$ cat src/rtl/ultrasonic_ranger_if.sv
// Sensor-side bundle for the ultrasonic ranger: control/echo in, trigger and result out.
interface ultrasonic_ranger_if;
  logic       enable;
  logic       echo;
  logic       trig;
  logic [7:0] distance_inches;
  logic       valid;
  logic       timeout;
  logic       busy;

  modport master (output enable, echo,
                  input  trig, distance_inches, valid, timeout, busy);
  modport slave  (input  enable, echo,
                  output trig, distance_inches, valid, timeout, busy);
endinterface

$ cat src/rtl/ultrasonic_ranger.sv
// HC-SR04 style ranger: periodic trigger, echo width timing, width-to-inches conversion.
module ultrasonic_ranger #(
  parameter int CLKS_PER_US    = 48,
  parameter int TRIG_US        = 10,
  parameter int US_PER_INCH    = 148,
  parameter int MEAS_PERIOD_US = 60000
) (
  input  logic          clk,
  input  logic          reset,
  ultrasonic_ranger_if.slave bus
);
  localparam int PRE_W = (CLKS_PER_US > 1) ? $clog2(CLKS_PER_US) : 1;
  localparam int SUB_W = (US_PER_INCH > 1) ? $clog2(US_PER_INCH) : 1;
  localparam int PER_W = $clog2(MEAS_PERIOD_US + 1);

  typedef enum logic [2:0] {IDLE, TRIG, WAIT_ECHO, MEASURE, HOLD} state_t;

  state_t             state, state_next;
  logic               echo_meta, echo_sync, echo_prev;
  logic [PRE_W-1:0]   pre;
  logic [PER_W-1:0]   period_us;
  logic [SUB_W-1:0]   sub;
  logic [7:0]         inch_cnt, inch_inc, inch_now;
  logic [7:0]         distance, dist_val;
  logic               valid, timeout;
  logic               load, to_strobe;
  logic               us_tick, rise, fall, period_done, trig_done, sub_wrap;

  assign rise        = echo_sync & ~echo_prev;
  assign fall        = ~echo_sync & echo_prev;
  assign us_tick     = (pre == PRE_W'(CLKS_PER_US - 1));
  assign period_done = (period_us == PER_W'(MEAS_PERIOD_US));
  assign trig_done   = us_tick && (period_us == PER_W'(TRIG_US - 1));
  assign sub_wrap    = us_tick && (sub == SUB_W'(US_PER_INCH - 1));
  assign inch_inc    = (inch_cnt == 8'd255) ? 8'd255 : inch_cnt + 8'd1;
  // The tick landing in the falling-edge cycle still counts toward the result.
  assign inch_now    = sub_wrap ? inch_inc : inch_cnt;

  always_comb begin
    state_next = state;
    load       = 1'b0;
    to_strobe  = 1'b0;
    dist_val   = inch_now;
    case (state)
      IDLE:      if (bus.enable) state_next = TRIG;
      TRIG:      if (trig_done) state_next = WAIT_ECHO;
      WAIT_ECHO: begin
        if (period_done) begin
          load       = 1'b1;
          to_strobe  = 1'b1;
          dist_val   = 8'd255;
          state_next = bus.enable ? TRIG : IDLE;
        end else if (rise) begin
          state_next = MEASURE;
        end
      end
      MEASURE: begin
        // A completed echo wins over a coincident period expiry.
        if (fall) begin
          load       = 1'b1;
          state_next = HOLD;
        end else if (period_done) begin
          load       = 1'b1;
          to_strobe  = 1'b1;
          dist_val   = 8'd255;
          state_next = bus.enable ? TRIG : IDLE;
        end
      end
      HOLD:      if (period_done) state_next = bus.enable ? TRIG : IDLE;
      default:   state_next = IDLE;
    endcase
  end

  always_ff @(posedge clk) begin
    if (reset) begin
      state     <= IDLE;
      echo_meta <= 1'b0;
      echo_sync <= 1'b0;
      echo_prev <= 1'b0;
      pre       <= '0;
      period_us <= '0;
      sub       <= '0;
      inch_cnt  <= '0;
      distance  <= 8'd255;
      valid     <= 1'b0;
      timeout   <= 1'b0;
    end else begin
      state     <= state_next;
      echo_meta <= bus.echo;
      echo_sync <= echo_meta;
      echo_prev <= echo_sync;
      pre       <= (state_next != state || us_tick) ? '0 : pre + PRE_W'(1);

      if (state_next == TRIG && state != TRIG)
        period_us <= '0;
      else if (us_tick && period_us != '1)
        period_us <= period_us + PER_W'(1);

      if (state_next == MEASURE && state != MEASURE) begin
        sub      <= '0;
        inch_cnt <= '0;
      end else if (state == MEASURE && us_tick) begin
        if (sub_wrap) begin
          sub      <= '0;
          inch_cnt <= inch_inc;
        end else begin
          sub <= sub + SUB_W'(1);
        end
      end

      valid   <= load;
      timeout <= to_strobe;
      if (load) distance <= dist_val;
    end
  end

  assign bus.trig            = (state == TRIG);
  assign bus.busy            = (state != IDLE);
  assign bus.valid           = valid;
  assign bus.timeout         = timeout;
  assign bus.distance_inches = distance;
endmodule
$ cat src/flat_wrapper.sv
// flat-port wrapper written by rule: the top's interface ports become plain ports
module ultrasonic_ranger_flat 
#(
  parameter int CLKS_PER_US    = 48,
  parameter int TRIG_US        = 10,
  parameter int US_PER_INCH    = 148,
  parameter int MEAS_PERIOD_US = 60000
)
  (clk, reset, bus_enable, bus_echo, bus_trig, bus_distance_inches, bus_valid, bus_timeout, bus_busy);
  ultrasonic_ranger_if bus_i ();
  input  logic clk;
  input  logic reset;
  input wire logic [$bits(bus_i.enable)-1:0] bus_enable;
  input wire logic [$bits(bus_i.echo)-1:0] bus_echo;
  output wire logic [$bits(bus_i.trig)-1:0] bus_trig;
  output wire logic [$bits(bus_i.distance_inches)-1:0] bus_distance_inches;
  output wire logic [$bits(bus_i.valid)-1:0] bus_valid;
  output wire logic [$bits(bus_i.timeout)-1:0] bus_timeout;
  output wire logic [$bits(bus_i.busy)-1:0] bus_busy;
  assign bus_i.enable = bus_enable;
  assign bus_i.echo = bus_echo;
  assign bus_trig = bus_i.trig;
  assign bus_distance_inches = bus_i.distance_inches;
  assign bus_valid = bus_i.valid;
  assign bus_timeout = bus_i.timeout;
  assign bus_busy = bus_i.busy;
  ultrasonic_ranger #(.CLKS_PER_US(CLKS_PER_US), .TRIG_US(TRIG_US), .US_PER_INCH(US_PER_INCH), .MEAS_PERIOD_US(MEAS_PERIOD_US)) u_core (.clk(clk), .reset(reset), .bus(bus_i));
endmodule
$ cat config.mk
export PLATFORM = sky130hd
export DESIGN_NAME = ultrasonic_ranger_flat
export DESIGN_NICKNAME = d
export VERILOG_FILES = /design/src/rtl/ultrasonic_ranger_if.sv /design/src/rtl/ultrasonic_ranger.sv /design/src/flat_wrapper.sv
export SDC_FILE = /design/constraint.sdc
export NUM_CORES = 1
export LEC_CHECK = 0
export CAP_MARGIN = 20
export CORE_ASPECT_RATIO = 1.75
export CORE_UTILIZATION = 45
export CTS_BUF_LIST = sky130_fd_sc_hd__clkbuf_2
export DETAILED_ROUTE_END_ITERATION = 8
export GPL_TIMING_DRIVEN = 0
export REMOVE_ABC_BUFFERS = 1
export SLEW_MARGIN = 40
export SYNTH_ARGS = -nofsm -noshare
export SYNTH_HDL_FRONTEND = slang
export SYNTH_SLANG_ARGS = --single-unit
$ cat constraint.sdc
create_clock -name clk -period 3.4 [get_ports clk]
set_input_delay 0.34 -clock clk [delete_from_list [all_inputs] [get_ports clk]]
set_output_delay 0.34 -clock clk [all_outputs]
set_load 0.05 [all_outputs]
==> results.json <==
{
  "final-seq-area_um2": 1080,
  "wl_per_cell_um": 14.2,
  "fin_skew_ns": 0.0302,
  "fp.dieH_um": 104,
  "yosysSeqAreaShare_pct": 40.4,
  "drt-initial-drc-count": 96,
  "drive_above_1_share_pct": 6.63,
  "status": "complete, no violations",
  "cts_buffers": 5,
  "grtUsageTotal_pct": 20.6,
  "fmax_mhz": 375,
  "synth_top_area_cell": "dfxtp_1",
  "ir_worst_vdd_mv": 0.206,
  "synthCells": 317,
  "netlist_area_um2": 2680,
  "cts-resized-gates": 0,
  "vias": 2244,
  "rows": 36,
  "dr.pass1.iters": 4,
  "hold_ws_ns": 0.435,
  "nFillCells": 566,
  "start_kind": "flop",
  "multiInputGateArea_um2": 1530,
  "pre_cts_ws_ns": 0.751,
  "root_buffer": "clkbuf_2",
  "post-cts-setup-buffer-count": 0,
  "htree_levels": 2,
  "syn_to_final_growth_pct": 9.95,
  "yosys.area_share.simple_pct": 33.8,
  "power-per-cell-area_nw_per_um2": 346,
  "cpPeakStageDelay_ns": 0.70,
  "io_buffers": 15,
  "n_antenna_cell": 0,
  "fin_crit_sh_pct": 78.3,
  "muxShareOfSynthArea_pct": 2.80,
  "hold_viol": 0,
  "cts_tree": "built",
  "fin_tns_setup_ns": 0,
  "grt_setup_unrepaired": "no",
  "synth_top_area_share_pct": 40.4,
  "synth.avg_cell_area_um2": 8.45,
  "routed_via_density": 5.50,
  "min_path_type": "in2reg",
  "cpMaxStageDelayCell": "nor4_4",
  "synth_xor_area_share_pct": 7.85,
  "synth-main-ff-cell": "dfxtp_1",
  "grt_overflow": 0,
  "drtAntennaViolNets": 0,
  "finalPower_mw": 1.02,
  "worstPathRequired_ns": 3.78,
  "fin_nets": 341,
  "synth_area_leaders": "dfxtp_1 40%, nor2_1 7.7%, nand2_1 5.6%, xnor2_1 4.6%, nor3_1 3.5%",
  "crit_chain": "ha_1 > nand3_1 > nor4_4 > nand4_1 > nor3_2 > nor2_1 > a311oi_1",
  "synth_top_family_by_area": "simple AND/OR/NAND/NOR gates",
  "fin_crit_ns": 2.66,
  "ios": 16,
  "slew_viol_final": 0,
  "worst_setup_path_end_kind": "flop",
  "grt_pass1_wl_um": 9980,
  "critPathArrivalTime_ns": 3.04,
  "grt_start_max_net_pins": 17,
  "ys_warn_count": 0,
  "tightestPinTransition_ns": 0.631,
  "p_leak_nw": 0.999,
  "relSlewSlack_pct": 57.8,
  "synth_cell_types": 52,
  "final_cells": 408,
  "initial_utilization_pct": 47.6,
  "cts.sinks": 54,
  "synth_fa_ha_area_share_pct": 2.80,
  "design.core.area_um2": 5630,
  "ys_ff_latch": 54,
  "die_area_um2": 6280,
  "cap_violations": 0,
  "drc_errors": 0,
  "synth_edf_count": 0,
  "cts.path.max_buffers": 2,
  "setup_violations": 0,
  "setup_ws_ns": 0.737,
  "antenna_found_initial": 0,
  "clock_latency_ns": 0.44,
  "wl_um": 5810,
  "gp_congestion": 0.848,
  "die_x_um": 60.3,
  "critPathMaxFanout": 12,
  "place_inst": 400,
  "grt_pass1_vias": 2179,
  "cts_hold_buf": 0,
  "dpl.hpwl_um": 4250,
  "clkTransAtPathRegs_ns": 0.27,
  "path_class": "reg2reg",
  "synth-compound-area-share_pct": 9.53,
  "async_flop_share_pct": 0
}
state kept, by name, summed over array words and instances (netlist names):
| signal | cells |
|---|---|
| u_core.bus.valid | 1 |
| u_core.pre | 6 |
| u_core.echo_sync | 1 |
| u_core.bus.timeout | 1 |
| u_core.period_us | 16 |
| u_core.bus.distance_inches | 8 |
| u_core.echo_prev | 1 |
| u_core.sub | 8 |
| u_core.state | 3 |
| u_core.inch_cnt | 8 |
| u_core.echo_meta | 1 |
kinds of logic (layout without fill, tap and decap cells):
family,Yosys count,in the layout
muxes,7,7
AOI/OAI and AO/OA,37,37
adders and majority gates,6,6
buffers and inverters,15,30
and+or+nand+nor,174,174
xor gates and xnor gates,24,24
DFF,54,54
placed cells by master, fill, tap and decap left out, types with 2 or more instances in the layout:
cell,instances
nor2b_1,5
clkbuf_2,5
nor3_1,19
or3_1,2
nand3_1,11
o21a_1,3
a31oi_1,5
nand2b_1,4
a311oi_1,2
clkdlybuf4s50_1,15
o21ai_0,4
ha_1,6
nand2_1,40
mux2_2,4
nor4_1,4
clkinv_2,2
xnor2_1,14
and3_1,6
dfxtp_1,54
a21oi_1,7
mux2i_1,3
nor4_4,3
xor2_1,10
inv_1,7
nor2_1,55
o22ai_1,6
a211oi_1,2
nand4_1,9
cell type report:
type                       count  share of cell area [%]
multi-input combinational    248                    51.9
inverter                       7                   0.892
sequential                    54                    36.7
clock buffer                   5                   0.850
tap                           76                    3.23
timing repair buffer          15                    5.10
clock inverter                 3                    1.36
metrics by stage:
stage	util (%)	instance area (µm²)
final	52.3	2950
after floorplan	-	2630
after detailed placement	51.2	2880
after global placement	51.0	2870
after CTS	52.3	2950
after global routing	52.3	2950
critical path, delay by kind of cell (launching register included):
kind | cells | cell delay, ns
compound gates | 1 | 0.22
fa+ha+maj | 1 | 0.19
flops | 1 | 0.41
simple gates | 5 | 1.79
worst paths after layout:
kind,start,end,slack [ns],depth (start not counted)
worst min-delay path,bus_echo,u_core.echo_meta,0.43,2
worst max-delay path,u_core.pre[0],u_core.inch_cnt[7],0.74,7
worst max register to register,u_core.pre[0],u_core.inch_cnt[7],0.74,7
worst min register to register,u_core.echo_meta,u_core.echo_sync,0.46,1
cells in the mapped netlist, types with 6 or more instances:
library cell / number
nor2_1: 55
nor3_1: 19
o22ai_1: 6
nand2_1: 40
and3_1: 6
xnor2_1: 14
nand3_1: 11
inv_1: 7
ha_1: 6
a21oi_1: 7
nand4_1: 9
xor2_1: 10
dfxtp_1: 54
power by group:
part	switching (mW)	total [mW]	internal (mW)
clock	0.203	0.325	0.122
sequential	0.00380	0.644	0.640
combinational	0.0347	0.0513	0.0166
per-layer routing:
| layer | vias up | share of wire [%] | global-route usage, % |
|---|---|---|---|
| met3 | 9 | 2.3 | 3.36 |
| met4 | 0 | 2.0 | 8.14 |
| met2 | 27 | 56 | 36.4 |
| met1 | 1071 | 40 | 23.3 |
| met5 | - | 0 | 0 |
| li1 | 1137 | - | - |
No activity file was read; power rests on OpenSTA's default activity.
